==> src/rtl/stack_exec_ctrl.sv <==
// Execution controller for the stack ISA: accepts one instruction at a time and
// sequences push/pop strobes on the attached LIFO, tracking occupancy locally.
module stack_exec_ctrl #(
  parameter int DATA_WIDTH  = 6,
  parameter int STACK_DEPTH = 16
) (
  input  logic                          clk,
  input  logic                          asyn_rst,
  input  logic                          instr_valid,
  output logic                          instr_ready,
  input  logic [2:0]                    instr_op,
  input  logic [DATA_WIDTH-1:0]         instr_imm,
  output logic                          done,
  output logic                          err,
  output logic [DATA_WIDTH-1:0]         result,
  output logic [$clog2(STACK_DEPTH):0]  depth,
  output logic                          stk_push,
  output logic                          stk_pop,
  output logic [DATA_WIDTH-1:0]         stk_din,
  input  logic [DATA_WIDTH-1:0]         stk_dout,
  input  logic                          stk_full,
  input  logic                          stk_empty
);

  localparam int DEPTH_W = $clog2(STACK_DEPTH) + 1;
  localparam logic [DEPTH_W-1:0] FULL_LEVEL = DEPTH_W'(STACK_DEPTH);

  localparam logic [2:0] OP_NOP   = 3'b000;
  localparam logic [2:0] OP_PUSHI = 3'b001;
  localparam logic [2:0] OP_POP   = 3'b010;
  localparam logic [2:0] OP_ADD   = 3'b011;
  localparam logic [2:0] OP_SUB   = 3'b100;
  localparam logic [2:0] OP_AND   = 3'b101;
  localparam logic [2:0] OP_OR    = 3'b110;
  localparam logic [2:0] OP_DUP   = 3'b111;

  typedef enum logic [2:0] {
    IDLE, CHK, POP1, POP2, PUSHR, DUP2, POPW, FIN
  } state_t;

  state_t                  state, next_state;
  logic [2:0]              op_q;
  logic [DATA_WIDTH-1:0]   imm_q;
  logic [DATA_WIDTH-1:0]   a_q;
  logic [DATA_WIDTH-1:0]   alu;
  logic                    legal;

  // The LIFO flags are redundant with the local occupancy count.
  logic unused_flags;
  assign unused_flags = ^{stk_full, stk_empty};

  // Legality is judged from the occupancy at the accept edge, so a rejected
  // instruction never touches the stack.
  always_comb begin
    legal = 1'b0;
    case (instr_op)
      OP_NOP:                       legal = 1'b1;
      OP_PUSHI:                     legal = (depth < FULL_LEVEL);
      OP_POP:                       legal = (depth >= DEPTH_W'(1));
      OP_DUP:                       legal = (depth >= DEPTH_W'(1)) && (depth < FULL_LEVEL);
      OP_ADD, OP_SUB, OP_AND, OP_OR: legal = (depth >= DEPTH_W'(2));
      default:                      legal = 1'b0;
    endcase
  end

  // b is on stk_dout during PUSHR; a is the old top captured in POP2.
  always_comb begin
    alu = '0;
    case (op_q)
      OP_ADD:  alu = stk_dout + a_q;
      OP_SUB:  alu = stk_dout - a_q;
      OP_AND:  alu = stk_dout & a_q;
      OP_OR:   alu = stk_dout | a_q;
      default: alu = '0;
    endcase
  end

  always_comb begin
    next_state  = state;
    instr_ready = 1'b0;
    stk_push    = 1'b0;
    stk_pop     = 1'b0;
    stk_din     = '0;
    case (state)
      IDLE: begin
        instr_ready = 1'b1;
        if (instr_valid) begin
          if (!legal)
            next_state = CHK;
          else if (instr_op == OP_NOP || instr_op == OP_PUSHI)
            next_state = FIN;
          else
            next_state = POP1;
        end
      end
      CHK: next_state = IDLE;
      FIN: begin
        if (op_q == OP_PUSHI) begin
          stk_push = 1'b1;
          stk_din  = imm_q;
        end
        next_state = IDLE;
      end
      POP1: begin
        stk_pop = 1'b1;
        if (op_q == OP_POP)
          next_state = POPW;
        else if (op_q == OP_DUP)
          next_state = DUP2;
        else
          next_state = POP2;
      end
      POP2: begin
        stk_pop    = 1'b1;
        next_state = PUSHR;
      end
      DUP2: begin
        stk_push   = 1'b1;
        stk_din    = stk_dout;
        next_state = PUSHR;
      end
      PUSHR: begin
        stk_push   = 1'b1;
        stk_din    = (op_q == OP_DUP) ? a_q : alu;
        next_state = IDLE;
      end
      POPW: next_state = IDLE;
      default: next_state = IDLE;
    endcase
  end

  // done/err are registered so they appear in the first IDLE cycle after the
  // instruction, which is also the cycle a following instruction may be taken.
  always_ff @(posedge clk or posedge asyn_rst) begin
    if (asyn_rst) begin
      state  <= IDLE;
      op_q   <= OP_NOP;
      imm_q  <= '0;
      a_q    <= '0;
      result <= '0;
      depth  <= '0;
      done   <= 1'b0;
      err    <= 1'b0;
    end else begin
      state <= next_state;
      done  <= (state != IDLE) && (next_state == IDLE);
      err   <= (state == CHK);
      if (state == IDLE && instr_valid) begin
        op_q  <= instr_op;
        imm_q <= instr_imm;
      end
      if (state == POP2 || state == DUP2)
        a_q <= stk_dout;
      if (state == POPW)
        result <= stk_dout;
      else if (state == PUSHR)
        result <= stk_din;
      if (stk_push)
        depth <= depth + DEPTH_W'(1);
      else if (stk_pop)
        depth <= depth - DEPTH_W'(1);
    end
  end

endmodule

==> config.mk <==
export PLATFORM = sky130hd
export DESIGN_NAME = stack_exec_ctrl
export DESIGN_NICKNAME = d
export VERILOG_FILES = /design/src/rtl/stack_exec_ctrl.sv
export SDC_FILE = /design/constraint.sdc
export NUM_CORES = 1
export LEC_CHECK = 0
export BUFFER_PORTS_ARGS = -buffer_cell sky130_fd_sc_hd__buf_2
export CORE_MARGIN = 2
export CORE_UTILIZATION = 45
export CTS_CLUSTER_DIAMETER = 150
export DETAILED_ROUTE_END_ITERATION = 16
export GPL_TIMING_DRIVEN = 0
export PLACE_DENSITY = 0.68
export SLEW_MARGIN = 20
export SYNTH_ARGS = -nofsm -noshare
export SYNTH_HDL_FRONTEND = slang
export SYNTH_SLANG_ARGS = --single-unit
export TNS_END_PERCENT = 5
==> constraint.sdc <==
create_clock -name clk -period 6.2 [get_ports clk]
set_input_delay 0.31 -clock clk [delete_from_list [all_inputs] [get_ports clk]]
set_output_delay 0.31 -clock clk [all_outputs]
set_load 0.02 [all_outputs]
# Word level (Yosys, flattened, before mapping)
# Cells that the tools add are included.
# word_totals
regBits	31
# classes
addsub	4
magnitude_cmp	3
n_eq_ne	21
muxes	19
bitwise	2
reduce_logical	16
# ops
op	count
3-bit == test (second input constant)	12
6-bit 2-to-1 mux	4
6-bit case mux with 4 select lines	1
3-bit by 2-bit == test with 1-bit output (second input constant)	6
6-bit case mux with 3 select lines	1
3-bit 2-to-1 mux	5
3-bit case mux with 4 select lines	1
5-bit 2-to-1 mux	2
3-bit by 1-bit == test with 1-bit output (second input constant)	3
3-bit logical NOT	3
4-bit OR reduction	2
6-bit adder	1
6-bit AND	1
6-bit OR	1
2-bit OR reduction	3
6-bit subtractor	1
5-bit by 1-bit adder with 5-bit output (second input constant)	1
5-bit by 1-bit >= comparator with 1-bit output (second input constant)	1
5-bit by 2-bit >= comparator with 1-bit output (second input constant)	1
5-bit < comparator (second input constant)	1
1-bit case mux with 5 select lines	1
5-bit by 1-bit subtractor with 5-bit output (second input constant)	1
2-bit nonzero test	2
1-bit logical AND	3
other kinds (4)	7

# Longest topological paths before layout
# Gate-level depths: netlist of the first run.
# logic_depth
ltp_word	8
mapped_depth	10
ltp_nobuf	10

# Worst setup path before layout of the first run
# OpenSTA, ideal clock, no wires.
# synth_timing
kind	register to output
start	register op_q[0]
end	output stk_din[5]
arrival_ns	2.704
setup_slack_ns	3.186
stages_incl_launch_ff	10
cell_sequence	dfrtp_1 buf_4 nor3b_4 mux2i_1 ha_1 nor2b_1 o31a_1 o22a_1 xnor2_1 o311ai_1
# synth_via
elab_chain_cells	4
word_cells_on_any_way	10
classes_between	eq/ne: 6; mux: 4
# synth_lines
element	line_no	text
from (decl)	42	logic [2:0] op_q;
from (signal assigned)	149	op_q <= instr_op;
3-bit == test / 3-bit by 2-bit == test with 1-bit output (equally long branches)	69	case (op_q)
6-bit case mux with 4 select lines	69	
6-bit 2-to-1 mux	124	stk_din = (op_q == OP_DUP) ? a_q : alu;
6-bit case mux with 3 select lines (*)	84	case (state)
to (decl)	19	output logic [DATA_WIDTH-1:0] stk_din,
# Mark *: on every way between the ends. The rest lies on a longest branch, timed or not.

# Worst setup path after layout of the first run
# layout_timing
start	register op_q[1]
end	output stk_din[5]
# Same word-level chain as after synthesis.

==> impl_metrics.py, run 1 <==
metrics = {
    "setup_path": {
        "rr_startpoint": "op_q[1]$_DFFE_PP0P_",
        "cp_cell_sequence": "buf_2 > nor3b_4 > mux2i_1 > ha_1 > nor2b_1 > o31a_1 > o22a_1 > xnor2_1 > o311ai_1 > buf_2",
        "critical_path_peak_fanout": 10,
        "slowest_stage": "nor3b_4",
        "worstPathRequired_ns": 5.89,
        "crit_arrival_ns": 3.19,
        "worstSetupStartpointType": "register",
        "setup.worst_path.class": "reg2out",
        "max_stage_delay_ns": 0.38,
        "cpMostUsedCell": "buf_2",
        "ff2ff_path_depth": 9,
        "critPathCaptureType": "output pin",
        "r2r-end": "result[5]$_DFFE_PP0P_",
        "rrSetupSlack_ns": 3.56,
        "crit_buf_inv": 2,
        "cp_top_family": "compound AO/OA/AOI/OAI gates",
    },
    "clock_network": {
        "h-tree-depth": 2,
        "max-clock-path-buffers": 2,
        "numCtsBuffers": 5,
        "cts_sinks": 31,
        "clk_pin_slew_ns": 0.06,
        "post-cts-setup-buffers": 0,
        "cts_tree": "yes",
        "cts-root-buf": "clkbuf_8",
        "ctsHoldBuffers": 0,
        "ctsResizeCount": 0,
        "clock_latency_ns": 0.28,
    },
    "cells_and_area": {
        "drive_gt1_share_pct": 25.0,
        "final_cell_count_no_fill": 338,
        "final_util_pct": 54.9,
        "final_cell_mix": "buf_2, dfrtp_1, nand2_1",
        "design_area_mm2": 0.00257,
        "num_antenna_cells": 0,
        "fillers": 448,
        "fin_nets": 315,
        "syn_to_final_growth_pct": 17.9,
        "final_common_cell": "buf_2",
    },
    "routing": {
        "dr.pass1.iters": 5,
        "num_vias": 1977,
        "drcViolationCount": 0,
        "dr.first_iter.drc_count": 193,
        "routed-wl-met2_um": 2560,
        "wl_met1_um": 2440,
        "wl_um": 5400,
        "viasPerCell": 5.85,
        "ant_nets": 0,
        "wl_per_cell_um": 16.0,
        "highest_layer": "met4",
        "route.met3.wl_um": 274,
    },
    "synthesis": {
        "synth_edf_count": 0,
        "yosysSeqAreaShare_pct": 35.5,
        "ys_ff_latch": 31,
        "postSynth.asyncResetShare_pct": 100,
        "syn_inst": 238,
        "synthFlopType": "dfrtp_1",
        "syn_area_per_cell_um2": 9.18,
        "syn_area_mm2": 0.00218,
        "yosysUniqueCellTypes": 57,
        "yosys_warnings": 0,
        "syn_nets": 270,
    },
    "placement": {
        "dp_hpwl_um": 4030,
        "io_buffers": 38,
        "place_ws_ns": 3.03,
        "gp_congestion": 0.904,
        "dpl-instance-area_mm2": 0.00244,
        "placed_cells": 330,
    },
    "timing": {
        "finalCriticalPeriod_ns": 3.50,
        "clock_skew_ns": 0.00364,
        "final_max_slew_viol_count": 0,
        "finalHoldViolCount": 0,
        "fmax_mhz": 286,
        "finalSetupViolCount": 0,
        "worst_slack_ns": 2.70,
        "slew_headroom_pct": 55.4,
        "finalCritPeriodShare_pct": 56.5,
        "rsz0062_at_grt": "no",
        "worst_pin_slew_ns": 0.663,
        "fin_tns_setup_ns": 0,
    },
    "die": {
        "die_w_um": 73.7,
        "ioPinCount": 42,
        "die_y_um": 73.7,
        "die_area_mm2": 0.00543,
        "start_util_pct": 46.6,
        "coreArea_mm2": 0.00469,
        "row_count": 25,
    },
    "global_route": {
        "grt_max_degree": 32,
        "grt_pass1_vias": 1918,
        "antenna_found_initial": 0,
        "gr-total-overflow": 0,
        "grt_usage_pct": 21.8,
        "grt_pass1_wl_um": 9060,
    },
    "power": {
        "ir_worst_vdd_v": 0.000270,
        "power.leakage_nw": 1.17,
        "power.density_mw_per_mm2": 604,
    },
    "run_status": {
        "status": "completed",
    },
    "min_path": {
        "hold_path_class": "in2async",
    },
    "job": {
        "cap_violations": 0,
    },
}
## logic make-up after synthesis
logic type               after synthesis  share of synthesized area, %
AND/OR/NAND/NOR                       75                          18.0
adder cells (fa/ha/maj)               12                          7.22
buffers and inverters                 23                          4.41
XOR/XNOR                              13                          5.56
multiplexers                          16                          8.08
flip-flops                            31                          35.5
AO/OA/AOI/OAI                         68                          21.2
## area by class of cell
cell class,count,area (um2),share of cell area (%)
inverters,11,41.3,1.60
clock inverters,2,60.1,2.33
flip-flops and latches,31,776,30.1
repair buffers,38,190,7.39
well taps,54,67.6,2.62
multi-input cells,184,1310,51.0
clock buffers,6,72.6,2.82
plain buffers,12,55.1,2.14
## how the worst max path moves through the flow
stage                                   start  slack [ns]         end  cells past startpoint
after floorplan           op_q[0]$_DFFE_PP0P_        3.19  stk_din[5]                      9
after global placement    op_q[1]$_DFFE_PP0P_        3.07  stk_din[5]                     10
after detailed placement  op_q[1]$_DFFE_PP0P_        3.03  stk_din[5]                     10
after CTS                 op_q[1]$_DFFE_PP0P_        2.71  stk_din[5]                     10
after global routing      op_q[0]$_DFFE_PP0P_        2.56  stk_din[5]                     10
final                     op_q[1]$_DFFE_PP0P_        2.70  stk_din[5]                     10
## state kept, by name, summed over array words and instances (netlist names)
| name | flops |
|---|---|
| a_q | 6 |
| depth | 5 |
| done | 1 |
| err | 1 |
| imm_q | 6 |
| op_q | 3 |
| result | 6 |
| state | 3 |
## metal layers
layer / vias to the layer above / global-route usage (%)
li1: 953 / -
met1: 940 / 30.0
met2: 71 / 34.4
met3: 13 / 4.12
met4: 0 / 7.27
met5: - / 0
## worst register-to-register path, cell delays in order, from the launching register on
cell and delay [ns]:
dfrtp_1 0.35, buf_2 0.19, nor3b_4 0.38, mux2i_1 0.35, ha_1 0.28, nor2b_1 0.14
o31a_1 0.26, o22a_1 0.25, and3b_1 0.20, nor3_1 0.16
## cell usage after synthesis (all sizes together) (3+ instances only)
cell type / instances / share of area (%)
a21boi: 4 / 1.4
a21oi: 13 / 3.2
a22oi: 6 / 2.1
and3b: 3 / 1.2
buf: 8 / 1.8
clkbuf: 4 / 0.69
dfrtp: 31 / 36
ha: 11 / 6.3
inv: 11 / 1.9
mux2: 13 / 6.7
mux2i: 3 / 1.4
nand2: 18 / 3.1
nand2b: 5 / 1.4
nand3: 11 / 2.5
nor2: 16 / 2.7
nor2b: 5 / 1.4
nor3: 5 / 1.1
nor4: 3 / 0.86
o211ai: 4 / 1.4
o21a: 3 / 1.0
o21ai: 15 / 3.6
o22a: 3 / 1.2
xnor2: 10 / 4.4
xor2: 3 / 1.2
## per-stage QoR
stage          power (mW)  hold WS, ns
6_report             1.55        0.120
3_5_place_dp         1.32        0.448
3_3_place_gp         1.29        0.476
2_1_floorplan        1.09        0.414
4_1_cts              1.56        0.146
5_1_grt              1.69        0.192
## power by group
part / internal [mW] / leakage, nW / total, mW / switching, mW
Sequential: 0.304 / 0.372 / 0.402 / 0.0985
Clock: 0.161 / 0.0654 / 0.236 / 0.0754
Combinational: 0.394 / 0.728 / 0.916 / 0.522
No activity file was read; power rests on OpenSTA's default activity.
==> run 2: changes to the inputs <==
ABC_AREA = 1   (was default)
PLACE_DENSITY = 0.7   (was 0.68)
clock period = 3 ns   (was 6.2 ns; I/O delays follow)
==> impl_metrics.py, run 2 <==
metrics = {
    "clock_network": {
        "cts_tree": "yes",
        "cts-root-buf": "clkbuf_8",
        "clock_latency_ns": 0.29,
        "h-tree-depth": 2,
        "numCtsBuffers": 5,
        "max-clock-path-buffers": 2,
        "clk_pin_slew_ns": 0.07,
        "cts_sinks": 31,
    },
    "global_route": {
        "gr-total-overflow": 0,
        "grt_max_degree": 32,
        "grt_pass1_wl_um": 8770,
        "antenna_found_initial": 0,
        "grt_usage_pct": 20.7,
        "grt_pass1_vias": 1905,
    },
    "synthesis": {
        "yosys_warnings": 0,
        "synthFlopType": "dfrtp_1",
        "synthTopCellsByArea": "dfrtp_1, nand2_1, inv_1",
        "synth_edf_count": 0,
        "syn_nets": 328,
        "yosys.area.top_type_share_pct": 34.4,
        "yosysSeqAreaShare_pct": 34.4,
        "syn_inst": 296,
        "postSynth.asyncResetShare_pct": 100,
        "yosysUniqueCellTypes": 43,
        "synth.most_common_cell": "nand2_1",
        "ys_top_cells_by_count": "nand2_1, inv_1, dfrtp_1",
        "syn_area_per_cell_um2": 7.63,
        "ys_ff_latch": 31,
        "syn_area_mm2": 0.00226,
        "yosysTopAreaCell": "dfrtp_1",
    },
    "routing": {
        "dr.first_iter.drc_count": 121,
        "ant_nets": 0,
        "num_vias": 2002,
        "viasPerCell": 4.84,
        "drcViolationCount": 0,
        "wl_um": 5120,
        "dr.pass1.iters": 4,
        "wl_per_cell_um": 12.4,
    },
    "timing": {
        "finalCritPeriodShare_pct": 91.3,
        "finalCriticalPeriod_ns": 2.74,
        "fmax_mhz": 365,
        "final_max_slew_viol_count": 0,
        "fin_tns_setup_ns": 0,
        "finalHoldViolCount": 0,
        "slew_headroom_pct": 56.8,
        "worst_pin_slew_ns": 0.647,
        "clock_skew_ns": 0.00630,
        "finalSetupViolCount": 0,
        "rsz0062_at_grt": "no",
    },
    "setup_path": {
        "crit_arrival_ns": 2.59,
        "max_stage_delay_ns": 0.41,
        "setup.worst_path.class": "reg2out",
        "worstSetupStartpointType": "register",
        "crit_buf_inv": 4,
        "slowest_stage": "dfrtp_1",
        "cpMostUsedCell": "nand2_1",
        "cp_top_family": "simple AND/OR/NAND/NOR gates",
        "worstPathRequired_ns": 2.85,
        "cp_cell_sequence": "buf_4 > nor2_1 > nand2_1 > nand2_1 > xor2_1 > inv_1 > ha_1 > nand2_1 > nor3_1 > nor2_2 > inv_1 > nand2_1 > nand3_1 > nand3_1 > nand2_1 > nand2_1 > buf_4",
        "critical_path_peak_fanout": 4,
        "critPathCaptureType": "output pin",
    },
    "die": {
        "die_y_um": 74.8,
        "coreArea_mm2": 0.00479,
        "row_count": 25,
        "start_util_pct": 47.2,
        "die_area_mm2": 0.00560,
        "die_w_um": 74.8,
        "ioPinCount": 42,
    },
    "cells_and_area": {
        "syn_to_final_growth_pct": 18.8,
        "design_area_mm2": 0.00268,
        "final_cell_count_no_fill": 414,
        "fillers": 468,
        "num_antenna_cells": 0,
        "fin_nets": 378,
        "drive_gt1_share_pct": 30.3,
        "top_regs": "a_q: 6 flops, imm_q: 6 flops, result: 6 flops",
        "final_common_cell": "nand2_1",
        "final_cell_mix": "nand2_1, buf_2, inv_1",
        "final_util_pct": 56.0,
    },
    "job": {
        "cap_violations": 0,
    },
    "run_status": {
        "status": "completed",
    },
    "placement": {
        "dpl-instance-area_mm2": 0.00254,
        "dp_hpwl_um": 3940,
        "io_buffers": 39,
        "gp_congestion": 0.831,
        "placed_cells": 402,
    },
    "power": {
        "power.leakage_nw": 1.42,
        "ir_worst_vdd_v": 0.000671,
        "power.density_mw_per_mm2": 1140,
    },
    "min_path": {
        "hold_path_class": "in2reg",
    },
}
==> run 2: cell count changes in the layout (fill, tap and decap cells not counted), sizes merged, moves of 8 or more <==
cell   previous run  this run
xnor2            10         1
inv              11        54
nand2            18        72
mux2             13         1
nand3            11        19
o21ai            15        29
==> run 2: through the flow <==
step	hold WS (ns)	worst slack [ns]	total power [mW]
detailed placement	0.285	0.418	2.64
global route	0.0547	0.0284	3.39
finish	0.0548	0.260	3.05
CTS	0.0492	0.0932	2.97
floorplan	0.254	0.857	2.22
global placement	0.342	0.449	2.60
==> run 2: where the power goes <==
part | internal, mW | switching (mW)
clock network | 0.162 | 0.153
registers | 0.627 | 0.168
logic | 0.740 | 1.20
total | 1.53 | 1.52
==> run 2: metal layers <==
layer	up-vias	track usage, %	routed length (um)
met5	-	0	0
met4	0	5.95	47
met3	4	4.28	217
met2	36	31.9	2330
met1	904	29.4	2530
li1	1058	-	-
==> run 2: cell families (layout without fill, tap and decap cells) <==
kind of cell             after synthesis  after routing  synth area share (%)
XOR/XNOR                               8              8                  3.10
adder cells (fa/ha/maj)               12             12                  6.98
AO/OA/AOI/OAI                         62             62                  18.2
flip-flops                            31             31                  34.4
AND/OR/NAND/NOR                      123            123                  26.3
multiplexers                           1              1                 0.499
buffers and inverters                 59            110                  10.5
==> run 2: worst reg2reg max path: stages, from the launching register on <==
cell,delay [ns]
dfrtp_1,0.41
buf_4,0.15
nor2_1,0.13
nand2_1,0.06
nand2_1,0.08
xor2_1,0.14
inv_1,0.05
ha_1,0.33
nand2_1,0.08
nor3_1,0.21
nor2_2,0.08
inv_1,0.05
nand2_1,0.04
nand3_1,0.09
nand3_1,0.08
nand2_1,0.09
nand3_1,0.09
nand2_1,0.07
inv_1,0.04
==> run 2: area by class of cell <==
cell class                      count  area, um2  share of cell area, %
Multi-Input combinational cell    206       1270                   47.4
Sequential cell                    31        777                   29.0
Timing Repair Buffer               43        230                   8.59
Inverter                           54        205                   7.65
Tap cell                           67       83.8                   3.13
Clock buffer                        7       76.3                   2.85
Buffer                              5       32.5                   1.21
Clock inverter                      1       5.00                  0.187
==> run 2: timing repair <==
action / in CTS / in global routing
gates resized for setup: 0 / 9
hold endpoints to repair: 31 / 0
setup buffers: 0 / 3
setup endpoints to repair: 0 / 2
hold buffers: 1 / 0
==> run 2: worst paths after layout <==
kind	slack, ns	cells after the start	start	end
max reg2reg	0.63	18	a_q[0]$_DFFE_PP0P_	result[5]$_DFFE_PP0P_
min in group asynchronous	0.50	3	asyn_rst	result[5]$_DFFE_PP0P_
max in group asynchronous	2.04	3	asyn_rst	op_q[0]$_DFFE_PP0P_
min	0.05	3	instr_imm[2]	imm_q[2]$_DFFE_PP0P_
max	0.26	17	a_q[0]$_DFFE_PP0P_	stk_din[5]
min reg2reg	0.48	2	imm_q[2]$_DFFE_PP0P_	imm_q[2]$_DFFE_PP0P_
